File: src/rtl/csi2tx_p2b_ctrl.sv
// Per-line sequencer for the CSI-2 TX pixel-to-byte converters: converter select, pixel alignment and word count.
// Optional macro CSI2TX_P2B_LINE_LEN_CHECK_EN enables the line-length check that drives len_err.
module csi2tx_p2b_ctrl #(
  parameter int PIX_W = 24,
  parameter int CNT_W = 16
) (
  input  logic             clk,
  input  logic             rst_n,
  input  logic [5:0]       data_type,
  input  logic             line_start,
  input  logic             sensor_pixel_vld,
  input  logic [PIX_W-1:0] sensor_pixel_data,
  input  logic [CNT_W-1:0] exp_pixels,
  output logic [PIX_W-1:0] pixel_data,
  output logic [PIX_W-1:0] pixel_data_d1,
  output logic             pixel_data_vld,
  output logic [3:0]       pixel_cnt,
  output logic             sensor_pixel_vld_falling_edge,
  output logic             rgb565_convrn_enable,
  output logic             rgb666_convrn_enable,
  output logic             rgb888_convrn_enable,
  output logic             raw8_convrn_enable,
  output logic             raw10_convrn_enable,
  output logic [CNT_W-1:0] word_count,
  output logic             line_done,
  output logic             dt_err,
  output logic             len_err
);

  localparam logic [1:0] ST_IDLE   = 2'd0;
  localparam logic [1:0] ST_ARM    = 2'd1;
  localparam logic [1:0] ST_ACTIVE = 2'd2;
  localparam logic [1:0] ST_FLUSH  = 2'd3;

  localparam logic [5:0] DT_RGB565 = 6'h22;
  localparam logic [5:0] DT_RGB666 = 6'h23;
  localparam logic [5:0] DT_RGB888 = 6'h24;
  localparam logic [5:0] DT_RAW8   = 6'h2A;
  localparam logic [5:0] DT_RAW10  = 6'h2B;

  localparam int WC_W = CNT_W + 5;

  // Enable vector order: {rgb565, rgb666, rgb888, raw8, raw10}
  function automatic logic [4:0] dt_to_en(input logic [5:0] dt);
    case (dt)
      DT_RGB565: dt_to_en = 5'b10000;
      DT_RGB666: dt_to_en = 5'b01000;
      DT_RGB888: dt_to_en = 5'b00100;
      DT_RAW8:   dt_to_en = 5'b00010;
      DT_RAW10:  dt_to_en = 5'b00001;
      default:   dt_to_en = 5'b00000;
    endcase
  endfunction

  function automatic logic [3:0] dt_last_slot(input logic [5:0] dt);
    case (dt)
      DT_RGB565: dt_last_slot = 4'd1;
      DT_RGB666: dt_last_slot = 4'd15;
      default:   dt_last_slot = 4'd3;
    endcase
  endfunction

  logic [1:0]       state_reg;
  logic [5:0]       dt_reg;
  logic [4:0]       en_reg;
  logic [3:0]       slot_reg;
  logic [CNT_W-1:0] pix_total_reg;
  logic [PIX_W-1:0] pixel_data_reg;
  logic [PIX_W-1:0] pixel_data_d1_reg;
  logic             pixel_data_vld_reg;
  logic [3:0]       pixel_cnt_reg;
  logic             falling_edge_reg;
  logic [CNT_W-1:0] word_count_reg;
  logic             line_done_reg;
  logic             dt_err_reg;

  logic             dt_in_ok;
  logic             accept;
  logic [WC_W-1:0]  n_ext;
  logic [WC_W-1:0]  wc_calc;
  logic [CNT_W-1:0] wc_sat;

  assign dt_in_ok = (dt_to_en(data_type) != 5'b00000);

  // An unsupported re-arm in ARM drops the line, so that cycle's pixel is not taken.
  assign accept = sensor_pixel_vld &&
                  ((state_reg == ST_ACTIVE) ||
                   ((state_reg == ST_ARM) && !(line_start && !dt_in_ok)));

  // Bytes per line = ceil(pixels * bpp / 8), built from shifts and adds only.
  assign n_ext = WC_W'(pix_total_reg);
  always_comb begin
    wc_calc = '0;
    case (dt_reg)
      DT_RGB565: wc_calc = n_ext << 1;
      DT_RGB666: wc_calc = ((n_ext << 3) + n_ext + WC_W'(3)) >> 2;
      DT_RGB888: wc_calc = (n_ext << 1) + n_ext;
      DT_RAW8:   wc_calc = n_ext;
      DT_RAW10:  wc_calc = ((n_ext << 2) + n_ext + WC_W'(3)) >> 2;
      default:   wc_calc = '0;
    endcase
  end
  assign wc_sat = (|wc_calc[WC_W-1:CNT_W]) ? '1 : wc_calc[CNT_W-1:0];

  always_ff @(posedge clk or negedge rst_n) begin
    if (!rst_n) begin
      state_reg          <= ST_IDLE;
      dt_reg             <= '0;
      en_reg             <= '0;
      slot_reg           <= '0;
      pix_total_reg      <= '0;
      pixel_data_reg     <= '0;
      pixel_data_d1_reg  <= '0;
      pixel_data_vld_reg <= 1'b0;
      pixel_cnt_reg      <= '0;
      falling_edge_reg   <= 1'b0;
      word_count_reg     <= '0;
      line_done_reg      <= 1'b0;
      dt_err_reg         <= 1'b0;
    end else begin
      pixel_data_vld_reg <= 1'b0;
      falling_edge_reg   <= 1'b0;
      line_done_reg      <= 1'b0;
      dt_err_reg         <= 1'b0;

      case (state_reg)
        ST_IDLE, ST_ARM: begin
          if (line_start) begin
            if (dt_in_ok) begin
              dt_reg    <= data_type;
              en_reg    <= dt_to_en(data_type);
              state_reg <= ST_ARM;
            end else begin
              dt_err_reg <= 1'b1;
              en_reg     <= '0;
              state_reg  <= ST_IDLE;
            end
          end
          if (accept) begin
            state_reg <= ST_ACTIVE;
          end
        end
        ST_ACTIVE: begin
          if (!sensor_pixel_vld) begin
            falling_edge_reg <= 1'b1;
            pixel_cnt_reg    <= slot_reg;
            state_reg        <= ST_FLUSH;
          end
        end
        default: begin
          line_done_reg  <= 1'b1;
          word_count_reg <= wc_sat;
          pixel_cnt_reg  <= '0;
          slot_reg       <= '0;
          pix_total_reg  <= '0;
          en_reg         <= '0;
          state_reg      <= ST_IDLE;
        end
      endcase

      if (accept) begin
        pixel_data_reg     <= sensor_pixel_data;
        pixel_data_d1_reg  <= pixel_data_reg;
        pixel_data_vld_reg <= 1'b1;
        pixel_cnt_reg      <= slot_reg;
        slot_reg           <= (slot_reg == dt_last_slot(dt_reg)) ? 4'd0 : slot_reg + 4'd1;
        pix_total_reg      <= (&pix_total_reg) ? pix_total_reg : pix_total_reg + CNT_W'(1);
      end
    end
  end

`ifdef CSI2TX_P2B_LINE_LEN_CHECK_EN
  logic len_err_reg;

  always_ff @(posedge clk or negedge rst_n) begin
    if (!rst_n) begin
      len_err_reg <= 1'b0;
    end else begin
      len_err_reg <= (state_reg == ST_FLUSH) && (pix_total_reg != exp_pixels);
    end
  end

  assign len_err = len_err_reg;
`else
  logic unused_exp_pixels;

  assign unused_exp_pixels = ^exp_pixels;
  assign len_err           = 1'b0;
`endif

  assign pixel_data                    = pixel_data_reg;
  assign pixel_data_d1                 = pixel_data_d1_reg;
  assign pixel_data_vld                = pixel_data_vld_reg;
  assign pixel_cnt                     = pixel_cnt_reg;
  assign sensor_pixel_vld_falling_edge = falling_edge_reg;
  assign rgb565_convrn_enable          = en_reg[4];
  assign rgb666_convrn_enable          = en_reg[3];
  assign rgb888_convrn_enable          = en_reg[2];
  assign raw8_convrn_enable            = en_reg[1];
  assign raw10_convrn_enable           = en_reg[0];
  assign word_count                    = word_count_reg;
  assign line_done                     = line_done_reg;
  assign dt_err                        = dt_err_reg;

endmodule
File: config.mk
export PLATFORM = sky130hd
export DESIGN_NAME = csi2tx_p2b_ctrl
export DESIGN_NICKNAME = d
export VERILOG_FILES = /design/src/rtl/csi2tx_p2b_ctrl.sv
export SDC_FILE = /design/constraint.sdc
export NUM_CORES = 1
export LEC_CHECK = 0
export ABC_AREA = 0
export CORE_MARGIN = 5
export CORE_UTILIZATION = 40
export CTS_CLUSTER_SIZE = 20
export DETAILED_ROUTE_END_ITERATION = 10
export SLEW_MARGIN = 20
export SYNTH_ARGS = -nofsm -noshare
export SYNTH_HDL_FRONTEND = slang
export SYNTH_SLANG_ARGS = --single-unit
File: constraint.sdc
create_clock -name clk -period 3.25 [get_ports clk]
set_input_delay 0.65 -clock clk [delete_from_list [all_inputs] [get_ports clk]]
set_output_delay 0.65 -clock clk [all_outputs]
set_load 0.02 [all_outputs]
==> results.cfg <==
[clock_tree]
cts_post_setup_buffers_inserted = 0
clockRootBuffer = clkbuf_16
clk_latency_ps = 360
cts_max_level = 3
clkTransAtPathRegs_ps = 80
cts_buffer_depth = 2
numCtsBuffers = 9
holdBufCountCts = 0
cts.sinks = 105
cts_tree = built

[global_route]
antenna_found_initial = 0
grt_usage_pct = 19.0
use_met1_pct = 27.7
grt_overflow_total = 0
gr-usage-met3_pct = 2.58
grt_pass1_vias = 5884
grt_max_degree = 55
grt_pass1_wl_um = 30800
use_met2_pct = 30.1
grt_busiest_layer = met2

[cells_and_area]
final_area_um2 = 8700
layout_commonest_cell = nand2_1
synthToLayoutAreaGrowth_pct = 26.7
layout_common_cells = 211 x nand2_1, 109 x clkdlybuf4s50_1, 104 x dfrtp_1
drive_gt1_share_pct = 8.13
layout.cells.non_filler = 1160
num_antenna_cells = 0
final_nets = 1027

[sta]
period_minus_slack_ps = 3030
timing.final.hold_violations = 0
slew_headroom_pct = 53.1
fmax_mhz = 330
setup_viol = 0
slew_viol_final = 0
max_slew.worst_pin.slew_ps = 704
rsz0062_at_grt = false
finalSetupTns_ps = 0
period_share_pct = 93.2
clock_skew_ps = 10.9
setup_slack_ps = 222

[drt]
drtAntennaViolNets = 0
drt-pass1-iter-count = 5
wl_per_cell_um = 16.5
via_per_inst = 5.40
drc_errors = 0
drt_iter0_drc = 449
via_count = 6266
wl_um = 19100

[synthesis]
synth_ff_type = dfrtp_1
postSynthCellCount = 802
synth.avg_cell_area_um2 = 8.56
syn_nets = 899
synth_area_um2 = 6870
async_flop_share_pct = 100
ys_seq_elements = 105
ys_warn_count = 0
synth_edf_count = 0
synth_cell_types = 78
yosysSeqAreaShare_pct = 38.3

[pwr]
leakage_nw = 3.97
cellPowerDensity_nw_per_um2 = 665
vdd_drop_max_mv = 0.362

[critical_path]
r2r_setup_slack_ps = 220
cp.required_ps = 3520
r2r-end = word_count[1]
rr_worst_depth = 11
cp_data_arrival_time_ps = 3300
critPathCaptureType = flip-flop
reg2reg_from = pix_total_reg[1]
crit_type = reg -> reg
path_max_fanout = 11
cp-start-kind = flip-flop

[status]
status = complete, no violations

[placement]
place_worst_setup_slack_ps = 129
numPortBuffers = 110
dp_cells = 1144
place_area_um2 = 8390
hpwl_um = 14400
place_congestion = 0.899

[floorplanning]
dieArea_um2 = 19900
core_area_um2 = 17100
die_height_um = 141
initial_core_util_pct = 40.3
die_w_um = 141
io_pins = 128
num_rows = 48

[min_path]
hold_path_class = in -> async

[job]
drv_cap = 0
## Yosys cell counts (4+ instances only)
cell type,instances,area [um^2]
nand2_1,211,792
dfrtp_1,105,2630
nor2_1,59,221
ha_1,46,576
a21oi_1,39,195
o21ai_0,34,170
xnor2_1,29,254
xor2_1,21,184
clkbuf_1,17,63.8
inv_1,17,63.8
nand3_1,16,80.1
o21ai_1,15,75.1
nor2b_1,10,62.6
a222oi_1,9,90.1
a22oi_1,9,67.6
and3_1,9,56.3
o21a_1,8,60.1
a21o_1,7,52.6
nand2b_1,7,43.8
a221o_1,6,60.1
a31oi_1,6,37.5
nand4_1,6,37.5
o221ai_1,6,52.6
buf_2,5,25.0
buf_4,5,37.5
o211ai_1,5,37.5
o21bai_1,5,37.5
a221oi_1,4,35.0
a22o_1,4,35.0
and2_1,4,25.0
mux2i_1,4,40.0
o22ai_1,4,25.0
o41ai_1,4,35.0
## where the power goes
group	internal [mW]	leakage [nW]	switching, mW	total (mW)
clock network	0.552	0.147	0.571	1.12
registers	1.71	1.37	0.351	2.06
logic	1.12	2.45	1.48	2.60
## through the flow
stage | hold slack, ps | utilization (%) | total power, mW
floorplan | 354 | - | 3.53
global placement | 456 | 49.2 | 4.66
detailed placement | 462 | 49.2 | 4.70
CTS | 347 | 51.0 | 5.85
global route | 373 | 51.0 | 6.17
finish | 313 | 51.0 | 5.79
## how the worst max path moves through the flow
stage	start	end	slack, ps	depth (start not counted)
3_5_place_dp	pix_total_reg[1]	word_count[1]	130	10
5_1_grt	pix_total_reg[1]	word_count[1]	30	11
6_report	pix_total_reg[1]	word_count[1]	220	11
2_1_floorplan	pix_total_reg[1]	word_count[10]	670	12
3_3_place_gp	pix_total_reg[1]	word_count[14]	170	10
4_1_cts	pix_total_reg[1]	word_count[14]	100	10
## worst max-delay path: stages (launching register included)
cell and delay (ps):
dfrtp_1 520, ha_1 230, inv_1 50, fa_1 400, nor2b_1 170, o2111ai_1 160, nand4b_1 160, a31oi_1 160
o41ai_1 420, a21oi_2 90, and3_2 340, a41oi_1 220
## metal layers
metal  routed length [um]  share of wire (%)
met1                 9300                 49
met2                 8630                 45
met3                  938                4.9
met4                  264                1.4
met5                    0                  0
## final cells by class
| class | instances | area, um^2 |
|---|---|---|
| Multi-Input combinational cell | 648 | 4030 |
| Clock inverter | 7 | 82.6 |
| Sequential cell | 105 | 2630 |
| Fill cell | 1702 | 8360 |
| Tap cell | 225 | 282 |
| Timing Repair Buffer | 146 | 1380 |
| Inverter | 20 | 75.1 |
| Clock buffer | 9 | 225 |
## cells by family after synthesis
group                    after synthesis  synth area share (%)
XOR/XNOR                              50                  6.38
multiplexers                           5                 0.747
buffers and inverters                 49                  3.15
other                                  1                0.0546
flip-flops                           105                  38.3
AO/OA/AOI/OAI                        202                  21.1
adder cells (fa/ha/maj)               47                  8.67
AND/OR/NAND/NOR                      343                  21.7
## what timing repair did
action	in CTS	in global routing
gates resized for setup	0	2
setup endpoints to repair	0	9
endpoints found under the hold margin	0	0
No activity file was read; power rests on OpenSTA's default activity.
